### src/rtl/dir_cmd_sched.sv
// dir_cmd_sched: turns a stream of ASCII direction keys into one move per
// game tick. Illegal keys (duplicates and 180-degree reversals) are filtered,
// legal ones are queued in a small FIFO, and each accepted tick offers one
// move on a valid/ready handshake. When the queue is empty at a tick, the
// current direction is repeated. 'p'/'P' toggles pause.
module dir_cmd_sched #(
  parameter int          DEPTH    = 4,
  parameter logic [1:0]  INIT_DIR = 2'b11
) (
  input  logic                       clk,
  input  logic                       rst_n,
  input  logic                       dir_valid,
  input  logic [7:0]                 dir_char,
  input  logic                       tick,
  input  logic                       move_ready,
  output logic                       move_valid,
  output logic [1:0]                 move_dir,
  output logic [1:0]                 cur_dir,
  output logic [$clog2(DEPTH):0]     q_count,
  output logic                       paused,
  output logic                       drop,
  output logic                       tick_miss
);

  localparam int AW = $clog2(DEPTH);
  localparam int CW = AW + 1;

  typedef enum logic {
    IDLE  = 1'b0,
    ISSUE = 1'b1
  } state_t;

  state_t          state_q, state_d;
  logic            move_valid_q, move_valid_d;
  logic [1:0]      move_dir_q, move_dir_d;
  logic [1:0]      cur_dir_q, cur_dir_d;
  logic [CW-1:0]   count_q, count_d;
  logic [AW-1:0]   rd_ptr_q, rd_ptr_d;
  logic [AW-1:0]   wr_ptr_q, wr_ptr_d;
  logic            paused_q, paused_d;
  logic            drop_q, drop_d;
  logic            tick_miss_q, tick_miss_d;

  logic [1:0]      fifo_mem [DEPTH];

  logic            is_dir;
  logic            is_pause;
  logic [1:0]      char_dir;
  logic [AW-1:0]   tail_idx;
  logic [1:0]      ref_dir;
  logic            q_empty;
  logic            q_full;
  logic            legal;
  logic            handshake;
  logic            tick_acc;
  logic            pop;
  logic            push;
  logic [1:0]      next_move;

  // Decode the incoming byte into a direction or a pause toggle.
  always_comb begin
    is_dir   = 1'b0;
    is_pause = 1'b0;
    char_dir = 2'b00;
    case (dir_char)
      8'h77, 8'h57: begin is_dir = 1'b1; char_dir = 2'b00; end // w / W : UP
      8'h61, 8'h41: begin is_dir = 1'b1; char_dir = 2'b01; end // a / A : LEFT
      8'h73, 8'h53: begin is_dir = 1'b1; char_dir = 2'b10; end // s / S : DOWN
      8'h64, 8'h44: begin is_dir = 1'b1; char_dir = 2'b11; end // d / D : RIGHT
      8'h70, 8'h50: is_pause = 1'b1;                           // p / P
      default: ;
    endcase
  end

  // Filter, handshake and FIFO control. The reference for legality is the
  // newest queued move (pre-cycle), or the current direction if nothing is
  // queued; there is no bypass from a same-cycle pop.
  always_comb begin
    q_empty   = (count_q == '0);
    q_full    = (count_q == CW'(DEPTH));
    tail_idx  = wr_ptr_q - AW'(1);
    ref_dir   = q_empty ? cur_dir_q : fifo_mem[tail_idx];
    legal     = dir_valid && is_dir &&
                (char_dir != ref_dir) && (char_dir != (ref_dir ^ 2'b10));
    handshake = move_valid_q && move_ready;
    tick_acc  = tick && !paused_q && ((state_q == IDLE) || handshake);
    pop       = tick_acc && !q_empty;
    // A full queue still accepts a push when the same cycle pops an entry.
    push      = legal && (!q_full || pop);
    next_move = q_empty ? cur_dir_q : fifo_mem[rd_ptr_q];
  end

  // Next-state computation for the issue FSM, queue pointers and pulses.
  always_comb begin
    state_d      = state_q;
    move_valid_d = move_valid_q;
    move_dir_d   = move_dir_q;
    cur_dir_d    = cur_dir_q;
    paused_d     = paused_q ^ (dir_valid && is_pause);
    drop_d       = legal && q_full && !pop;
    tick_miss_d  = tick && !paused_q && !tick_acc;
    rd_ptr_d     = rd_ptr_q + AW'(pop);
    wr_ptr_d     = wr_ptr_q + AW'(push);
    count_d      = count_q + CW'(push) - CW'(pop);

    if (tick_acc) begin
      state_d      = ISSUE;
      move_valid_d = 1'b1;
      move_dir_d   = next_move;
      cur_dir_d    = next_move;
    end else if (handshake) begin
      state_d      = IDLE;
      move_valid_d = 1'b0;
    end
  end

  // All control state, including the FSM, is registered here.
  always_ff @(posedge clk or negedge rst_n) begin
    if (!rst_n) begin
      state_q      <= IDLE;
      move_valid_q <= 1'b0;
      move_dir_q   <= 2'b00;
      cur_dir_q    <= INIT_DIR;
      count_q      <= '0;
      rd_ptr_q     <= '0;
      wr_ptr_q     <= '0;
      paused_q     <= 1'b0;
      drop_q       <= 1'b0;
      tick_miss_q  <= 1'b0;
    end else begin
      state_q      <= state_d;
      move_valid_q <= move_valid_d;
      move_dir_q   <= move_dir_d;
      cur_dir_q    <= cur_dir_d;
      count_q      <= count_d;
      rd_ptr_q     <= rd_ptr_d;
      wr_ptr_q     <= wr_ptr_d;
      paused_q     <= paused_d;
      drop_q       <= drop_d;
      tick_miss_q  <= tick_miss_d;
    end
  end

  // Queue storage; contents are only meaningful between the pointers, so
  // no reset is needed.
  always_ff @(posedge clk) begin
    if (push) begin
      fifo_mem[wr_ptr_q] <= char_dir;
    end
  end

  assign move_valid = move_valid_q;
  assign move_dir   = move_dir_q;
  assign cur_dir    = cur_dir_q;
  assign q_count    = count_q;
  assign paused     = paused_q;
  assign drop       = drop_q;
  assign tick_miss  = tick_miss_q;

endmodule
### config.mk
export PLATFORM = sky130hd
export DESIGN_NAME = dir_cmd_sched
export DESIGN_NICKNAME = d
export VERILOG_FILES = /design/src/rtl/dir_cmd_sched.sv
export SDC_FILE = /design/constraint.sdc
export NUM_CORES = 1
export LEC_CHECK = 0
export CAP_MARGIN = 20
export CORE_AREA = 2 2 56 58
export CTS_CLUSTER_DIAMETER = 200
export DETAILED_ROUTE_END_ITERATION = 8
export DIE_AREA = 0 0 58 60
export PLACE_DENSITY_LB_ADDON = 0.3
export SYNTH_ARGS = -nofsm -noshare
export SYNTH_HDL_FRONTEND = slang
export SYNTH_SLANG_ARGS = --single-unit
### constraint.sdc
create_clock -name clk -period 5.1 [get_ports clk]
set_clock_uncertainty 0.15 [all_clocks]
set_input_delay 1.275 -clock clk [delete_from_list [all_inputs] [get_ports clk]]
set_output_delay 1.275 -clock clk [all_outputs]
set_load 0.02 [all_outputs]
==> impl_metrics.csv, run 1 <==
group,metric,value,unit
clocking,numCtsBuffers,3,
global_routing,grt_util_all_layers,12.1,%
yosys,synth-seq-cells,23,
clocking,cts_setup_buffers,0,
detailed_routing,wirelength,1.91,mm
floorplanning,num_io_pins,24,
clocking,clock_latency,0.30,ns
finish,drive_gt1_share,12.2,%
floorplanning,initial_core_util,40.4,%
timing,rsz0062_at_grt,"no",
detailed_routing,avgRoutedWirePerCell,12.9,µm
finish,antenna_cells,0,
worst_setup_path,worst-endpoint-required,5.14,ns
yosys,syn-mean-instance-area,13.3,µm²
yosys,synth_warnings,0,
yosys,synth_ff_type,"dfrtp_1",
run_status,status,"finished clean",
worst_setup_path,critPathCaptureType,"flip-flop",
global_routing,grt_pass1_vias,733,
clocking,cts_hold_buf,0,
timing,fmax,234,MHz
timing,hold_violations,0,
clocking,postCtsResizedCells,0,
placed_design,hpwlAfterDp,1.59,mm
finish,syn_to_final_growth,25.2,%
floorplanning,dieArea,3480,µm²
flow_run,cap_violations,0,
worst_setup_path,path_class,"in2reg",
yosys,synth_seq_area_share,52.7,%
worst_setup_path,crit_path_start_kind,"input port",
clocking,clockBufferDepth,2,
power_and_ir_drop,leakagePower,0.570,nW
timing,setup_viol,0,
placed_design,io_buffers,22,
floorplanning,coreArea,2900,µm²
finish,nets,138,
placed_design,gp_congestion,0.786,
timing,drv_slew,0,
timing,fin_crit_sh,83.8,%
clocking,cts_num_sinks,23,
timing,finalCriticalPeriod,4.27,ns
yosys,syn_area,1170,µm²
floorplanning,num_rows,20,
detailed_routing,postRouteAntennaNets,0,
global_routing,grt_pass1_wl,3.11,mm
global_routing,grt_overflow,0,
floorplanning,die_width,58,µm
worst_hold_path,hold_path.class,"reg2reg",
detailed_routing,drc,0,
detailed_routing,via_per_inst,5.15,
worst_setup_path,critPathMaxFanout,7,
finish,fillers,265,
yosys,synth-edff-count,8,
clocking,cts_tree,"built",
clocking,path_clk_slew,0.13,ns
finish,fin_util,50.6,%
timing,fin_setup_tns,0,ns
yosys,yosysUniqueCellTypes,29,
timing,maxSlewHeadroom,54.5,%
finish,final_cell_mix,"22 x clkdlybuf4s50_1, 13 x dfrtp_1, 8 x nor2_1, 8 x ha_1, 8 x edfxtp_1",
global_routing,grt_start_max_net_pins,16,
detailed_routing,first_iter_violations,18,
finish,final_common_cell,"clkdlybuf4s50_1",
power_and_ir_drop,peakVddDrop,0.296,mV
clocking,htree_levels,1,
power_and_ir_drop,power_density,511,nW/µm²
floorplanning,fp.dieH,60,µm
worst_setup_path,crit_arrival,4.32,ns
global_routing,antenna_found_initial,0,
detailed_routing,vias,762,
detailed_routing,first_pass_iters,4,
yosys,synth_fp_nets,110,
timing,worstMarginPinSlew,0.681,ns
yosys,syn_inst,88,
yosys,ys_async_sr_fraction,65.2,%
clocking,cts_root_buf,"clkbuf_4",
[final timing paths]
check,end,cells past startpoint,slack [ns],start
worst max-delay path,q_count[2],12,0.83,dir_char[6]
worst min-delay path,paused,1,0.35,paused
worst max register to register,q_count[2],13,1.56,wr_ptr_q[0]
worst min register to register,paused,1,0.35,paused
max in group asynchronous,rd_ptr_q[1],1,3.14,rst_n
min in group asynchronous,tick_miss,1,1.22,rst_n
[metrics by stage]
step           std cells  power (mW)  setup WS [ns]  cell area, µm²  hold slack (ns)
3_5_place_dp         144       0.680          0.490            1440            0.340
6_report             148       0.750          0.828            1470            0.353
2_1_floorplan         88       0.551           1.07            1170            0.327
4_1_cts              148       0.760          0.821            1470            0.358
3_3_place_gp         144       0.664          0.524            1440            0.322
5_1_grt              148       0.806          0.648            1470            0.371
[critical path, cell delays in order]
cell             delay, ns
clkdlybuf4s50_1       0.46
or3b_1                0.40
nor4_4                0.34
nor2b_2               0.14
or4b_1                0.52
ha_1                  0.30
inv_1                 0.05
ha_1                  0.12
inv_1                 0.04
fa_1                  0.37
xnor2_1               0.15
xnor2_1               0.13
[cells by family (layout without fill, tap and decap cells)]
family | count (synthesis) | after routing | share of synthesized area, %
AOI/OAI and AO/OA | 5 | 5 | 3.84
DFF | 23 | 23 | 52.7
and+or+nand+nor | 35 | 35 | 19.6
buffers and inverters | 5 | 32 | 1.60
xor gates and xnor gates | 6 | 6 | 4.48
muxes | 5 | 5 | 7.47
adders and majority gates | 9 | 9 | 10.2
[cells in the mapped netlist (2+ instances only)]
| library cell | count | share of area (%) |
|---|---|---|
| dfrtp_1 | 13 | 28 |
| edfxtp_1 | 8 | 20 |
| ha_1 | 8 | 8.5 |
| nor2_1 | 8 | 2.6 |
| nand2_1 | 6 | 1.9 |
| inv_1 | 5 | 1.6 |
| nor4_1 | 4 | 2.1 |
| xnor2_1 | 4 | 3.0 |
| mux4_2 | 3 | 5.8 |
| nand2b_1 | 3 | 1.6 |
| nor2b_1 | 3 | 1.6 |
| dfstp_2 | 2 | 4.5 |
| mux2i_1 | 2 | 1.7 |
| nor4b_1 | 2 | 1.5 |
| o21a_1 | 2 | 1.3 |
| xor2_1 | 2 | 1.5 |
[routing by layer]
layer	part of all wire, %	global-route usage, %	wire (µm)
met5	0	0	0
met1	43	13.6	818
met3	4.5	2.81	86
met4	0.47	5.98	9
met2	52	21.6	996
[report_power, final]
part | internal (mW) | leakage, nW | switching [mW] | total, mW
logic | 0.181 | 0.301 | 0.173 | 0.354
registers | 0.256 | 0.254 | 0.0580 | 0.314
clock network | 0.0305 | 0.0150 | 0.0513 | 0.0818
[flip-flops by register name, summed over array words and instances (netlist names)]
signal / flops
cur_dir: 2
wr_ptr_q: 2
q_count: 3
fifo_mem: 8
move_valid: 1
rd_ptr_q: 2
tick_miss: 1
drop: 1
move_dir: 2
paused: 1
[area by class of cell]
| cell class | count | area (µm²) | share of cell area, % |
|---|---|---|---|
| Clock buffer | 4 | 26.3 | 1.79 |
| Inverter | 5 | 18.8 | 1.28 |
| Multi-Input combinational cell | 60 | 536 | 36.5 |
| Sequential cell | 23 | 618 | 42.1 |
| Tap cell | 33 | 41.3 | 2.81 |
| Timing Repair Buffer | 23 | 228 | 15.5 |
(Power assumes the default switching activity.)
==> run 2: changes to the inputs <==
- clock period: 5.1 -> 4.25 ns (I/O delays scaled with it)
==> impl_metrics.csv, run 2 (same netlist as run 1, synthesis figures left out) <==
group,metric,value,unit
detailed_routing,via_per_inst,5.11,
placed_design,hpwlAfterDp,1.66,mm
clocking,htree_levels,1,
floorplanning,dieArea,3480,µm²
timing,setup_viol,0,
timing,worstMarginPinSlew,0.698,ns
placed_design,placed_cells,147,
global_routing,grt_pass1_vias,736,
clocking,clock_latency,0.31,ns
global_routing,grt_overflow,0,
detailed_routing,first_pass_iters,4,
worst_hold_path,hold_path.class,"reg2reg",
global_routing,antenna_found_initial,0,
flow_run,cap_violations,0,
clocking,clockBufferDepth,2,
floorplanning,num_io_pins,24,
worst_setup_path,r2r_end,"q_count[2]",
power_and_ir_drop,peakVddDrop,0.474,mV
timing,rsz0062_at_grt,"no",
worst_setup_path,crit_arrival,3.99,ns
timing,drv_slew,0,
timing,fin_crit_sh,92.4,%
power_and_ir_drop,leakagePower,0.588,nW
clocking,path_clk_slew,0.13,ns
worst_setup_path,path_class,"in2reg",
floorplanning,coreArea,2900,µm²
worst_setup_path,startpoint,"dir_char[6]",
global_routing,grt_util_all_layers,12.8,%
timing,fmax,255,MHz
timing,finalCriticalPeriod,3.93,ns
floorplanning,die_width,58,µm
worst_setup_path,r2r-start,"wr_ptr_q[0]",
worst_setup_path,crit_path_start_kind,"input port",
placed_design,place_ws,-0.0148,ns
detailed_routing,first_iter_violations,19,
floorplanning,initial_core_util,40.4,%
finish,antenna_cells,0,
global_routing,grt_pass1_wl,3.27,mm
finish,nets,141,
finish,fin_cells,151,
power_and_ir_drop,power_density,627,nW/µm²
worst_setup_path,r2r_slack,0.77,ns
timing,maxSlewHeadroom,53.3,%
clocking,cts_setup_buffers,0,
clocking,cts_hold_buf,0,
floorplanning,fp.dieH,60,µm
clocking,cts_tree,"built",
worst_setup_path,crit_end,"q_count[2]",
worst_setup_path,critPathCaptureType,"flip-flop",
floorplanning,num_rows,20,
placed_design,io_buffers,22,
clocking,cts_root_buf,"clkbuf_4",
finish,final_cell_mix,"22 x clkdlybuf4s50_1, 13 x dfrtp_1, 8 x nor2_1, 8 x ha_1, 8 x edfxtp_1",
global_routing,grt_start_max_net_pins,16,
detailed_routing,drc,0,
worst_setup_path,worst-endpoint-required,4.31,ns
finish,regMostFlops,"fifo_mem",
clocking,postCtsResizedCells,0,
timing,worst_slack,0.325,ns
timing,fin_setup_tns,0,ns
clocking,cts_num_sinks,23,
finish,fin_util,51.4,%
clocking,numCtsBuffers,3,
detailed_routing,avgRoutedWirePerCell,13.2,µm
run_status,status,"finished clean",
finish,largest_reg_flops,8,
detailed_routing,postRouteAntennaNets,0,
finish,drive_gt1_share,15.3,%
worst_setup_path,reg2regPathDepth,13,
finish,syn_to_final_growth,27.2,%
placed_design,gp_congestion,0.869,
detailed_routing,wirelength,2.00,mm
worst_setup_path,critPathMaxFanout,2,
finish,final_common_cell,"clkdlybuf4s50_1",
timing,hold_violations,0,
detailed_routing,vias,772,
-- run 2: cell types whose count changed in the layout (fill, tap and decap cells not counted), sizes merged --
cell	previous run	this run
buf	1	4
clkbuf	4	3
clkinv	0	1
-- run 2: worst min path at each step --
stage	from	end	cells after the start
final	paused	paused	1
after CTS	paused	paused	1
after global placement	move_dir[1]	move_dir[1]	1
after detailed placement	move_dir[1]	move_dir[1]	1
after global routing	move_dir[1]	move_dir[1]	1
after floorplan	rd_ptr_q[1]	rd_ptr_q[1]	1
-- run 2: stage by stage --
| step | cell area (µm²) | hold WS, ns | total power [mW] |
|---|---|---|---|
| after floorplan | 1170 | 0.327 | 0.662 |
| after global placement | 1460 | 0.322 | 0.829 |
| after detailed placement | 1460 | 0.328 | 0.849 |
| after CTS | 1490 | 0.355 | 0.948 |
| after global routing | 1490 | 0.366 | 1.01 |
| final | 1490 | 0.349 | 0.935 |
-- run 2: final cells by class --
class                   instances  area, µm²
clock buffers                   3       22.5
clock inverters                 1       5.00
fillers                       260       1410
inverters                       5       18.8
multi-input cells              60        536
flip-flops and latches         23        618
well taps                      33       41.3
repair buffers                 26        250
-- run 2: power breakdown --
part | total, mW | switching [mW] | internal [mW]
Combinational | 0.461 | 0.221 | 0.240
Sequential | 0.376 | 0.0692 | 0.307
Clock | 0.0981 | 0.0630 | 0.0351
Total | 0.935 | 0.353 | 0.582
-- run 2: layer usage --
| metal | wire (µm) | GRT usage [%] | vias up |
|---|---|---|---|
| met1 | 852 | 15.5 | 371 |
| met2 | 1020 | 21.6 | 21 |
| li1 | - | - | 378 |
| met5 | 0 | 0 | - |
| met4 | 12 | 5.98 | 0 |
| met3 | 108 | 3.03 | 2 |
-- run 2: critical path, cell delays in order --
cell and delay, ns:
clkdlybuf4s50_1 0.46, or3b_1 0.40, nor4_4 0.28, nor2b_2 0.08, or4b_1 0.52, ha_1 0.30
inv_1 0.05, ha_1 0.13, inv_1 0.05, fa_1 0.38, xnor2_1 0.15, xnor2_1 0.13
==> run 3: changes to the inputs <==
- CAP_MARGIN: 20 -> 5
- CTS_BUF_LIST: not set -> sky130_fd_sc_hd__clkbuf_16
==> impl_metrics.csv, run 3 (same netlist as run 1, synthesis figures left out) <==
group,metric,value,unit
timing,maxSlewHeadroom,53.3,%
global_routing,grt_util_all_layers,13.3,%
clocking,cts_tree,"built",
clocking,htree_levels,1,
timing,worstMarginPinSlew,0.698,ns
clocking,numCtsBuffers,3,
finish,syn_to_final_growth,31.7,%
placed_design,io_buffers,22,
worst_setup_path,slowest_stage,"or4b_1",
timing,fmax,251,MHz
timing,setup_viol,0,
clocking,cts_num_sinks,23,
clocking,clock_latency,0.25,ns
floorplanning,dieArea,3480,µm²
timing,drv_slew,0,
worst_setup_path,critPathTopFamily,"simple AND/OR/NAND/NOR gates",
power_and_ir_drop,combPwrFrac,44.4,%
clocking,cts_setup_buffers,0,
worst_hold_path,hold_path.class,"reg2reg",
clocking,postCtsResizedCells,0,
global_routing,grt_overflow,0,
finish,fillers,258,
placed_design,hpwlAfterDp,1.66,mm
power_and_ir_drop,leakagePower,0.611,nW
worst_setup_path,path_cells,"clkdlybuf4s50_1 > or3b_1 > nor4_4 > nor2b_2 > or4b_1 > ha_1 > inv_1 > ha_1 > inv_1 > fa_1 > xnor2_1 > xnor2_1",
placed_design,gp_congestion,0.869,
clocking,cts_hold_buf,0,
worst_setup_path,path_class,"in2reg",
detailed_routing,first_iter_violations,15,
worst_setup_path,max_stage_delay,0.52,ns
worst_setup_path,crit_path_start_kind,"input port",
worst_setup_path,crit_buf_inv,3,
placed_design,placed_cells,147,
power_and_ir_drop,netSwitchingFraction,34.9,%
finish,antenna_cells,0,
timing,rsz0062_at_grt,"no",
detailed_routing,avgRoutedWirePerCell,13.4,µm
clocking,clockBufferDepth,2,
power_and_ir_drop,power.share.sequential,36.4,%
finish,drive_gt1_share,15.3,%
detailed_routing,postRouteAntennaNets,0,
floorplanning,fp.dieH,60,µm
run_status,status,"finished clean",
detailed_routing,via_per_inst,5.13,
global_routing,grt_start_max_net_pins,16,
finish,fin_cells,151,
floorplanning,coreArea,2900,µm²
finish,design_area,1540,µm²
clocking,cts_root_buf,"clkbuf_16",
finish,regMostFlops,"fifo_mem",
finish,final_common_cell,"clkdlybuf4s50_1",
power_and_ir_drop,peakVddDrop,0.422,mV
finish,nets,141,
worst_setup_path,crit_arrival,3.98,ns
timing,fin_crit_sh,93.9,%
detailed_routing,vias,774,
floorplanning,die_width,58,µm
floorplanning,num_rows,20,
worst_setup_path,worst-endpoint-required,4.24,ns
detailed_routing,first_pass_iters,4,
power_and_ir_drop,power_density,671,nW/µm²
flow_run,cap_violations,0,
global_routing,grt_pass1_wl,3.33,mm
global_routing,antenna_found_initial,0,
placed_design,dpl_cell_area,1460,µm²
finish,final_cell_mix,"22 x clkdlybuf4s50_1, 13 x dfrtp_1, 8 x nor2_1, 8 x ha_1, 8 x edfxtp_1",
floorplanning,num_io_pins,24,
global_routing,grt_pass1_vias,738,
detailed_routing,wirelength,2.03,mm
finish,largest_reg_flops,8,
detailed_routing,drc,0,
worst_setup_path,critPathMaxFanout,2,
clocking,path_clk_slew,0.06,ns
timing,finalCriticalPeriod,3.99,ns
power_and_ir_drop,power.switching,0.362,mW
timing,fin_setup_tns,0,ns
power_and_ir_drop,p_int,0.675,mW
worst_setup_path,critPathCaptureType,"flip-flop",
power_and_ir_drop,clock_power_share,19.2,%
timing,hold_violations,0,
floorplanning,initial_core_util,40.4,%
## run 3: cell types whose count changed in the layout (fill, tap and decap cells not counted)
cell,delta
clkbuf_16,+3
clkbuf_4,-3
## run 3: metrics by stage
step,util (%),power [mW],hold WS (ns),setup WS (ns)
finish,53.2,1.04,0.335,0.258
global route,53.2,1.12,0.348,0.0706
CTS,53.2,1.05,0.342,0.237
detailed placement,50.4,0.849,0.328,-0.0148
global placement,50.4,0.829,0.322,0.00923
floorplan,-,0.662,0.327,0.432
## run 3: area by class of cell
type                            instances  area [µm²]  area share [%]
Inverter                                5        18.8            1.22
Tap cell                               33        41.3            2.67
Clock buffer                            3        75.1            4.86
Multi-Input combinational cell         60         536            34.7
Clock inverter                          1        5.00           0.324
Timing Repair Buffer                   26         250            16.2
Sequential cell                        23         618            40.0
## run 3: power groups by stage
stage / Clock (mW) / Sequential, mW / Combinational (mW)
2_1_floorplan: 0 / 0.418 / 0.244
3_3_place_gp: 0 / 0.380 / 0.449
3_5_place_dp: 0 / 0.383 / 0.466
4_1_cts: 0.205 / 0.380 / 0.469
5_1_grt: 0.215 / 0.391 / 0.511
6_report: 0.199 / 0.378 / 0.460
## run 3: worst paths after layout
check | startpoint | endpoint | slack (ns) | cells past startpoint
max | dir_char[6] | q_count[2] | 0.26 | 12
max reg2reg | wr_ptr_q[0] | q_count[2] | 0.78 | 13
min in group asynchronous | rst_n | q_count[2] | 1.08 | 1
min reg2reg | move_dir[1] | move_dir[1] | 0.34 | 1
max in group asynchronous | rst_n | tick_miss | 2.43 | 1
min | move_dir[1] | move_dir[1] | 0.34 | 1
## run 3: per-layer routing
metal	global-route usage [%]	part of all wire (%)
met5	0	0
met4	8.97	2.6
met3	2.38	4.5
met2	21.9	51
met1	15.8	42
